### src/rtl/multicycle_control.sv
// ============================================================================
// Module   : multicycle_control
// Brief    : Moore-style main controller for the multicycle MIPS datapath.
//            Sequences each instruction through FETCH / DECODE / EXECUTE /
//            MEMORY / WRITEBACK and drives the PC, IR, memory, ALU-mux and
//            register-file enables.
// Options  : MC_WAIT_STATES_EN - when defined, FETCH, MEM_READ and MEM_WRITE
//            stall until mem_ready=1. When undefined, mem_ready is ignored.
// Revision : 1.0 - initial release
// ============================================================================
`default_nettype none

module multicycle_control (
  input  logic       clock,
  input  logic       reset_n,
  input  logic [5:0] opcode,
  input  logic       mem_ready,
  output logic       PCWrite,
  output logic       PCWriteCond,
  output logic       IorD,
  output logic       MemRead,
  output logic       MemWrite,
  output logic       IRWrite,
  output logic       ALUSrcA,
  output logic       RegWrite,
  output logic       BranchNE,
  output logic [1:0] RegDst,
  output logic [1:0] MemToReg,
  output logic [1:0] ALUSrcB,
  output logic [1:0] ALUOp,
  output logic [1:0] PCSource,
  output logic       illegal,
  output logic [3:0] state
);

  // --------------------------------------------------------------------------
  // State encoding (visible on the debug state port)
  // --------------------------------------------------------------------------
  localparam logic [3:0] c_START     = 4'd0;
  localparam logic [3:0] c_FETCH     = 4'd1;
  localparam logic [3:0] c_DECODE    = 4'd2;
  localparam logic [3:0] c_MEM_ADDR  = 4'd3;
  localparam logic [3:0] c_MEM_READ  = 4'd4;
  localparam logic [3:0] c_MEM_WB    = 4'd5;
  localparam logic [3:0] c_MEM_WRITE = 4'd6;
  localparam logic [3:0] c_R_EXEC    = 4'd7;
  localparam logic [3:0] c_R_WB      = 4'd8;
  localparam logic [3:0] c_BRANCH    = 4'd9;
  localparam logic [3:0] c_JUMP      = 4'd10;
  localparam logic [3:0] c_I_EXEC    = 4'd11;
  localparam logic [3:0] c_I_WB      = 4'd12;
  localparam logic [3:0] c_JAL       = 4'd13;

  // --------------------------------------------------------------------------
  // Opcodes (IR[31:26])
  // --------------------------------------------------------------------------
  localparam logic [5:0] c_OP_RTYPE = 6'b000000;
  localparam logic [5:0] c_OP_J     = 6'b000010;
  localparam logic [5:0] c_OP_JAL   = 6'b000011;
  localparam logic [5:0] c_OP_BEQ   = 6'b000100;
  localparam logic [5:0] c_OP_BNE   = 6'b000101;
  localparam logic [5:0] c_OP_ADDI  = 6'b001000;
  localparam logic [5:0] c_OP_SLTI  = 6'b001010;
  localparam logic [5:0] c_OP_SLTIU = 6'b001011;
  localparam logic [5:0] c_OP_ANDI  = 6'b001100;
  localparam logic [5:0] c_OP_ORI   = 6'b001101;
  localparam logic [5:0] c_OP_XORI  = 6'b001110;
  localparam logic [5:0] c_OP_LUI   = 6'b001111;
  localparam logic [5:0] c_OP_LW    = 6'b100011;
  localparam logic [5:0] c_OP_SW    = 6'b101011;

  // ALUOp codes
  localparam logic [1:0] c_ALU_ADD   = 2'b00;
  localparam logic [1:0] c_ALU_SUB   = 2'b01;
  localparam logic [1:0] c_ALU_FUNCT = 2'b10;
  localparam logic [1:0] c_ALU_SLT   = 2'b11;

  logic [3:0] r_state;
  logic [3:0] w_next_state;
  logic       w_mem_done;
  logic       w_is_itype;
  logic       w_op_known;

  // --------------------------------------------------------------------------
  // Memory handshake: with wait states the memory states stall on mem_ready,
  // otherwise every access completes in its single cycle.
  // --------------------------------------------------------------------------
`ifdef MC_WAIT_STATES_EN
  assign w_mem_done = mem_ready;
`else
  logic w_unused_mem_ready;
  assign w_unused_mem_ready = mem_ready;
  assign w_mem_done         = 1'b1;
`endif

  // Immediate-format ALU instructions all share the I_EXEC/I_WB path.
  assign w_is_itype = (opcode == c_OP_ADDI) || (opcode == c_OP_ANDI) ||
                      (opcode == c_OP_ORI)  || (opcode == c_OP_XORI) ||
                      (opcode == c_OP_SLTI) || (opcode == c_OP_SLTIU) ||
                      (opcode == c_OP_LUI);

  // Every opcode the controller can dispatch; anything else is flagged.
  assign w_op_known = w_is_itype ||
                      (opcode == c_OP_LW)  || (opcode == c_OP_SW)  ||
                      (opcode == c_OP_RTYPE) ||
                      (opcode == c_OP_BEQ) || (opcode == c_OP_BNE) ||
                      (opcode == c_OP_J)   || (opcode == c_OP_JAL);

  assign state = r_state;

  // State register; reset asynchronously parks the controller in START.
  always_ff @(posedge clock or negedge reset_n) begin
    if (!reset_n) begin
      r_state <= c_START;
    end else begin
      r_state <= w_next_state;
    end
  end

  // Next-state logic: fixed sequencing per instruction class.
  always_comb begin
    w_next_state = c_FETCH;
    case (r_state)
      c_START: begin
        w_next_state = c_FETCH;
      end
      c_FETCH: begin
        w_next_state = w_mem_done ? c_DECODE : c_FETCH;
      end
      c_DECODE: begin
        if ((opcode == c_OP_LW) || (opcode == c_OP_SW)) begin
          w_next_state = c_MEM_ADDR;
        end else if (opcode == c_OP_RTYPE) begin
          w_next_state = c_R_EXEC;
        end else if ((opcode == c_OP_BEQ) || (opcode == c_OP_BNE)) begin
          w_next_state = c_BRANCH;
        end else if (opcode == c_OP_J) begin
          w_next_state = c_JUMP;
        end else if (opcode == c_OP_JAL) begin
          w_next_state = c_JAL;
        end else if (w_is_itype) begin
          w_next_state = c_I_EXEC;
        end else begin
          // Unknown opcode: drop it and fetch the next instruction.
          w_next_state = c_FETCH;
        end
      end
      c_MEM_ADDR: begin
        w_next_state = (opcode == c_OP_SW) ? c_MEM_WRITE : c_MEM_READ;
      end
      c_MEM_READ: begin
        w_next_state = w_mem_done ? c_MEM_WB : c_MEM_READ;
      end
      c_MEM_WB: begin
        w_next_state = c_FETCH;
      end
      c_MEM_WRITE: begin
        w_next_state = w_mem_done ? c_FETCH : c_MEM_WRITE;
      end
      c_R_EXEC: begin
        w_next_state = c_R_WB;
      end
      c_R_WB: begin
        w_next_state = c_FETCH;
      end
      c_BRANCH: begin
        w_next_state = c_FETCH;
      end
      c_JUMP: begin
        w_next_state = c_FETCH;
      end
      c_I_EXEC: begin
        w_next_state = c_I_WB;
      end
      c_I_WB: begin
        w_next_state = c_FETCH;
      end
      c_JAL: begin
        w_next_state = c_FETCH;
      end
      default: begin
        // Encodings 14 and 15 are unreachable; recover into FETCH.
        w_next_state = c_FETCH;
      end
    endcase
  end

  // Output decode: Moore outputs from state, with opcode refining BRANCH,
  // DECODE (illegal flag) and I_EXEC (ALU operation).
  always_comb begin
    PCWrite     = 1'b0;
    PCWriteCond = 1'b0;
    IorD        = 1'b0;
    MemRead     = 1'b0;
    MemWrite    = 1'b0;
    IRWrite     = 1'b0;
    ALUSrcA     = 1'b0;
    RegWrite    = 1'b0;
    BranchNE    = 1'b0;
    RegDst      = 2'b00;
    MemToReg    = 2'b00;
    ALUSrcB     = 2'b00;
    ALUOp       = c_ALU_ADD;
    PCSource    = 2'b00;
    illegal     = 1'b0;
    case (r_state)
      c_FETCH: begin
        // PC+4 and IR capture only commit on the cycle the read completes.
        MemRead  = 1'b1;
        IRWrite  = w_mem_done;
        PCWrite  = w_mem_done;
        IorD     = 1'b0;
        ALUSrcA  = 1'b0;
        ALUSrcB  = 2'b01;
        ALUOp    = c_ALU_ADD;
        PCSource = 2'b00;
      end
      c_DECODE: begin
        // Speculatively compute the branch target into ALUOut.
        ALUSrcA = 1'b0;
        ALUSrcB = 2'b11;
        ALUOp   = c_ALU_ADD;
        illegal = ~w_op_known;
      end
      c_MEM_ADDR: begin
        ALUSrcA = 1'b1;
        ALUSrcB = 2'b10;
        ALUOp   = c_ALU_ADD;
      end
      c_MEM_READ: begin
        MemRead = 1'b1;
        IorD    = 1'b1;
      end
      c_MEM_WB: begin
        RegWrite = 1'b1;
        RegDst   = 2'b00;
        MemToReg = 2'b01;
      end
      c_MEM_WRITE: begin
        MemWrite = 1'b1;
        IorD     = 1'b1;
      end
      c_R_EXEC: begin
        ALUSrcA = 1'b1;
        ALUSrcB = 2'b00;
        ALUOp   = c_ALU_FUNCT;
      end
      c_R_WB: begin
        RegWrite = 1'b1;
        RegDst   = 2'b01;
        MemToReg = 2'b00;
      end
      c_BRANCH: begin
        ALUSrcA     = 1'b1;
        ALUSrcB     = 2'b00;
        ALUOp       = c_ALU_SUB;
        PCWriteCond = 1'b1;
        PCSource    = 2'b01;
        BranchNE    = (opcode == c_OP_BNE);
      end
      c_JUMP: begin
        PCWrite  = 1'b1;
        PCSource = 2'b10;
      end
      c_JAL: begin
        // PC still holds PC+4 this cycle, so the link value is captured
        // before the jump target lands in PC.
        PCWrite  = 1'b1;
        PCSource = 2'b10;
        RegWrite = 1'b1;
        RegDst   = 2'b10;
        MemToReg = 2'b10;
      end
      c_I_EXEC: begin
        ALUSrcA = 1'b1;
        ALUSrcB = 2'b10;
        if ((opcode == c_OP_ANDI) || (opcode == c_OP_ORI) ||
            (opcode == c_OP_XORI)) begin
          ALUOp = c_ALU_FUNCT;
        end else if ((opcode == c_OP_SLTI) || (opcode == c_OP_SLTIU)) begin
          ALUOp = c_ALU_SLT;
        end else begin
          ALUOp = c_ALU_ADD;
        end
      end
      c_I_WB: begin
        RegWrite = 1'b1;
        RegDst   = 2'b00;
        MemToReg = 2'b00;
      end
      default: begin
        // START and unreachable encodings drive everything inactive.
      end
    endcase
  end

endmodule

`default_nettype wire

### config.mk
export PLATFORM = sky130hd
export DESIGN_NAME = multicycle_control
export DESIGN_NICKNAME = d
export VERILOG_FILES = /design/src/rtl/multicycle_control.sv
export SDC_FILE = /design/constraint.sdc
export NUM_CORES = 1
export LEC_CHECK = 0
export ABC_AREA = 1
export CAP_MARGIN = 30
export CORE_MARGIN = 2
export CORE_UTILIZATION = 35
export DETAILED_ROUTE_END_ITERATION = 8
export HOLD_SLACK_MARGIN = 0.15
export PLACE_DENSITY = 0.77
export REMOVE_ABC_BUFFERS = 1
export SYNTH_ARGS = -nofsm -noshare
export SYNTH_HDL_FRONTEND = slang
export SYNTH_SLANG_ARGS = --single-unit
### constraint.sdc
create_clock -name clock -period 1.6 [get_ports clock]
set_input_delay 0.4 -clock clock [delete_from_list [all_inputs] [get_ports clock]]
set_output_delay 0.4 -clock clock [all_outputs]
set_load 0.01 [all_outputs]
==> impl_metrics.csv, run 1 <==
group,metric,value,unit
outcome,status,"aborted with a tool error",
outcome,lastStage,"global routing",
outcome,error,"[ERROR DPL-0038] Utilization greater than 100%, impossible to legalize",
floorplanning,chipWidth,42.6,um
logic_synthesis,yosysSeqAreaShare,19.2,%
logic_synthesis,syn-instance-count,92,
sta,worst-ep-kind,"primary output",
sta,crit_endpoint,"BranchNE",
logic_synthesis,syn-cell-area,522,sq um
floorplanning,io_pins,33,
floorplanning,rows,13,
clock_tree,cts.sinks,4,
clock_tree,cts_buffers,3,
placed_design,post-dp-hpwl,1.62,mm
clock_tree,htreeDepth,1,
placed_design,gp_congestion,0.876,
logic_synthesis,synth.avg_cell_area,5.67,sq um
grt,grt_max_degree,7,
floorplanning,dieHeight,42.6,um
floorplanning,initial_core_util,38.6,%
logic_synthesis,ys_ff_latch,4,
clock_tree,clock-root-buffer,"clkbuf_4",
placed_design,portBuffers,31,
logic_synthesis,synth_cell_types,19,
clock_tree,clockBufferDepth,2,
clock_tree,ctsHoldBuffers,0,
logic_synthesis,yosys_warnings,0,
## timing repair
item / 4_1_cts
gates resized for setup: 145
pin swaps: 12
setup endpoints to repair: 23
setup buffers: 15
## cell usage after synthesis, drive strengths merged
| library cell | instances | area, sq um |
|---|---|---|
| buf | 2 | 15.0 |
| dfrtp | 4 | 100 |
| inv | 17 | 63.8 |
| nand2 | 23 | 93.8 |
| nand4 | 5 | 31.3 |
| nand3 | 9 | 50.1 |
| o211ai | 1 | 7.51 |
| nor3 | 3 | 20.0 |
| nor2 | 22 | 108 |
| o22ai | 2 | 12.5 |
| o21ai | 3 | 15.0 |
| a21oi | 1 | 5.00 |
## metrics by stage
stage	setup WS, ns	utilization, %	cells	cell area (sq um)
4_1_cts	-0.182	94.3	187	1270
2_1_floorplan	-0.210	-	90	507
3_5_place_dp	-0.824	80.8	170	1090
3_3_place_gp	-0.790	80.8	170	1090
## logic make-up after synthesis
group	after synthesis	synth area share, %
AO/OA/AOI/OAI	7	7.67
buffers and inverters	19	15.1
flip-flops	4	19.2
AND/OR/NAND/NOR	62	58.0
==> run 2, diff against run 1 <==
CORE_AREA = 2 2 63 65   (was unset)
CORE_MARGIN = unset   (was 2)
CORE_UTILIZATION = unset   (was 35)
DIE_AREA = 0 0 65 67   (was unset)
HOLD_SLACK_MARGIN = unset   (was 0.15)
PLACE_DENSITY = unset   (was 0.77)
PLACE_DENSITY_LB_ADDON = 0.15   (was unset)
==> run 2 against run 1 <==
Net effect: the flow now finishes, with violations (negative setup slack); area after synthesis stayed put; synthesized cell count did not move.
==> impl_metrics.csv, run 2 <==
group,metric,value,unit
drt,ant_nets,0,
layout,final_cell_mix,"buf_4 (46), buf_2 (19), buf_6 (16)",
layout,antennaDiodeCount,0,
sta,hold_violations,0,
layout,final_common_cell,"buf_4",
logic_synthesis,synth-async-reset-ratio,100,%
grt,grt_pass1_wl,3.49,mm
floorplanning,core,3610,sq um
logic_synthesis,synth_area_leader_cell,"dfrtp_1",
clock_tree,htreeDepth,1,
setup_path,cp_slowest_cell,"dfrtp_1",
power_and_ir_drop,pwr-share-seq,9.4,%
floorplanning,io_pins,33,
sta,report.final.slew_viol_count,0,
floorplanning,dieHeight,67,um
placed_design,dp_cells,211,
placed_design,post-dp-hpwl,1.68,mm
grt,gr-total-overflow,0,
logic_synthesis,yosysSeqAreaShare,19.2,%
logic_synthesis,yosys-top-cells-count,"nand2_1 (20), nor2_1 (16), inv_1 (12)",
clock_tree,cts.sinks,4,
logic_synthesis,synth.top_cell.area_share,19.2,%
setup_path,cp-end-kind,"output pin",
power_and_ir_drop,p_clk_share,10.0,%
drt,routed_wl,2.28,mm
grt,antenna_found_initial,0,
sta,fin_crit,1.74,ns
logic_synthesis,syn-instance-count,92,
sta,worst_hold_slack,0.379,ns
floorplanning,rows,22,
clock_tree,cts_buffers,3,
clock_tree,cts.clk_slew.worst_paths,0.03,ns
sta,worst_slew_pin_slew,0.213,ns
grt,grt_max_degree,8,
power_and_ir_drop,swShare,42.7,%
placed_design,gp_congestion,0.797,
setup_path,crit_arrival,1.34,ns
drt,via_per_inst,4.05,
logic_synthesis,synth.avg_cell_area,5.67,sq um
sta,rsz0062_at_grt,"true",
clock_tree,ctsHoldBuffers,0,
layout,fin_cells,228,
logic_synthesis,synthAdderAreaFrac,0,%
outcome,violations,"negative setup slack",
placed_design,place_area,1190,sq um
logic_synthesis,synth_xor_area_share,0,%
setup_path,required,1.20,ns
setup_path,cp.buffers_inverters,3,
logic_synthesis,yosys.area_share.simple,58.0,%
power_and_ir_drop,p_per_area,1490,nW/um^2
logic_synthesis,synth_edf_count,0,
logic_synthesis,synth_cell_types,19,
logic_synthesis,ys_ff_latch,4,
sta,slew-limit-headroom,85.8,%
layout,finalNetCount,191,
drt,vias,924,
power_and_ir_drop,intPower,1.22,mW
sta,finalSetupViolCount,13,
logic_synthesis,synthTopCellsByArea,"dfrtp_1 (19%), nand2_1 (14%), nor2_1 (12%)",
power_and_ir_drop,vdd.ir_drop.worst,0.000412,V
power_and_ir_drop,power.share.combinational,80.6,%
logic_synthesis,synth_top_family_by_area,"simple AND/OR/NAND/NOR gates",
drt,dr.pass1.iters,4,
drt,wl_per_cell,10.0,um
setup_path,path_cells,"buf_6, nand2_2, buf_6, nor2_4, nor2_4, nand3_2, buf_6",
setup_path,cp_common_cell,"buf_6",
drt,drtIter0Drc,27,
sta,finalWorstSetupSlack,-0.144,ns
layout,final_util,39.8,%
drt,drc,0,
run,cap_viol_max_count,0,
clock_tree,cts_tree,"done",
power_and_ir_drop,p_total,2.14,mW
sta,clock_skew,0.00200,ns
grt,first_global_vias,888,
placed_design,portBuffers,31,
power_and_ir_drop,p_leak,0.772,nW
power_and_ir_drop,p_sw,0.911,mW
layout,fin_area,1440,sq um
setup_path,cp-start-kind,"flop",
logic_synthesis,synth_compound_area_share,7.67,%
grt,grt_use_total,10.0,%
outcome,status,"complete, but fails checks",
sta,period_share,109,%
floorplanning,dieArea,4360,sq um
logic_synthesis,ys.flop_type,"dfrtp_1",
setup_path,crit_family,"flip-flops",
floorplanning,chipWidth,65,um
logic_synthesis,syn-cell-area,522,sq um
clock_tree,clockBufferDepth,2,
logic_synthesis,synth.area.mux_share,0,%
clock_tree,clk_latency,0.22,ns
layout,final_layout_size_suffix_gt1_share,71.7,%
clock_tree,clock-root-buffer,"clkbuf_8",
min_path,hold_class,"in2async",
setup_path,crit_path_max_fanout,3,
layout,largest_reg_flops,4,
logic_synthesis,synth.most_common_cell,"nand2_1",
setup_path,crit_type,"reg2out",
sta,timing.fmax,573,MHz
layout,area_growth,175,%
floorplanning,initial_core_util,14.5,%
logic_synthesis,yosys_warnings,0,
setup_path,max_stage_delay,0.42,ns
[run 2: final timing paths]
kind | from | endpoint | slack, ns | depth (start not counted)
min in group clock | opcode[4] | state[0]$_DFF_PN0_ | 0.65 | 5
max in group asynchronous | reset_n | state[0]$_DFF_PN0_ | 1.05 | 1
setup / recovery | state[1]$_DFF_PN0_ | ALUSrcA | -0.14 | 7
hold reg to reg | state[0]$_DFF_PN0_ | state[3]$_DFF_PN0_ | 0.86 | 6
hold / removal | reset_n | state[3]$_DFF_PN0_ | 0.38 | 1
setup reg to reg | state[2]$_DFF_PN0_ | state[0]$_DFF_PN0_ | 0.17 | 10
[run 2: cell type report]
cell class                      instances  area [sq um]
Timing Repair Buffer                   87           668
Clock buffer                            3          41.3
Sequential cell                         4           101
Multi-Input combinational cell         69           497
Fill cell                             389          2170
Tap cell                               48          60.1
Inverter                               17          68.8
[run 2: logic make-up after synthesis]
| kind of cell | count (synthesis) |
|---|---|
| AO/OA/AOI/OAI | 7 |
| AND/OR/NAND/NOR | 62 |
| flip-flops | 4 |
| buffers and inverters | 19 |
[run 2: metal layers]
metal  global-route usage, %  share of wire (%)  vias up
met5                       0                  0        -
met4                    3.99               0.92        0
met3                   0.507                4.9        2
met2                    20.9                 55       26
met1                    10.3                 39      424
li1                        -                  -      472
[run 2: what timing repair did]
| item | CTS | global route |
|---|---|---|
| gates resized for setup | 142 | 30 |
| endpoints found under the setup margin | 24 | 18 |
| setup buffers | 10 | 6 |
| pin swaps | 13 | 14 |
[run 2: power groups by stage]
stage               logic, mW  clock network [mW]  registers, mW
global route             1.85               0.220          0.207
CTS                      1.57               0.220          0.197
global placement         1.38                   0          0.193
finish                   1.72               0.213          0.201
floorplan               0.469                   0          0.209
detailed placement       1.38                   0          0.193
[run 2: through the flow]
step                TNS [ns]  worst slack [ns]
floorplan             -0.408            -0.210
global placement       -8.14            -0.902
detailed placement     -8.15            -0.868
CTS                    -1.23            -0.158
global route           -1.86            -0.193
finish                -0.876            -0.144
Power figures use the tool's default switching activity.
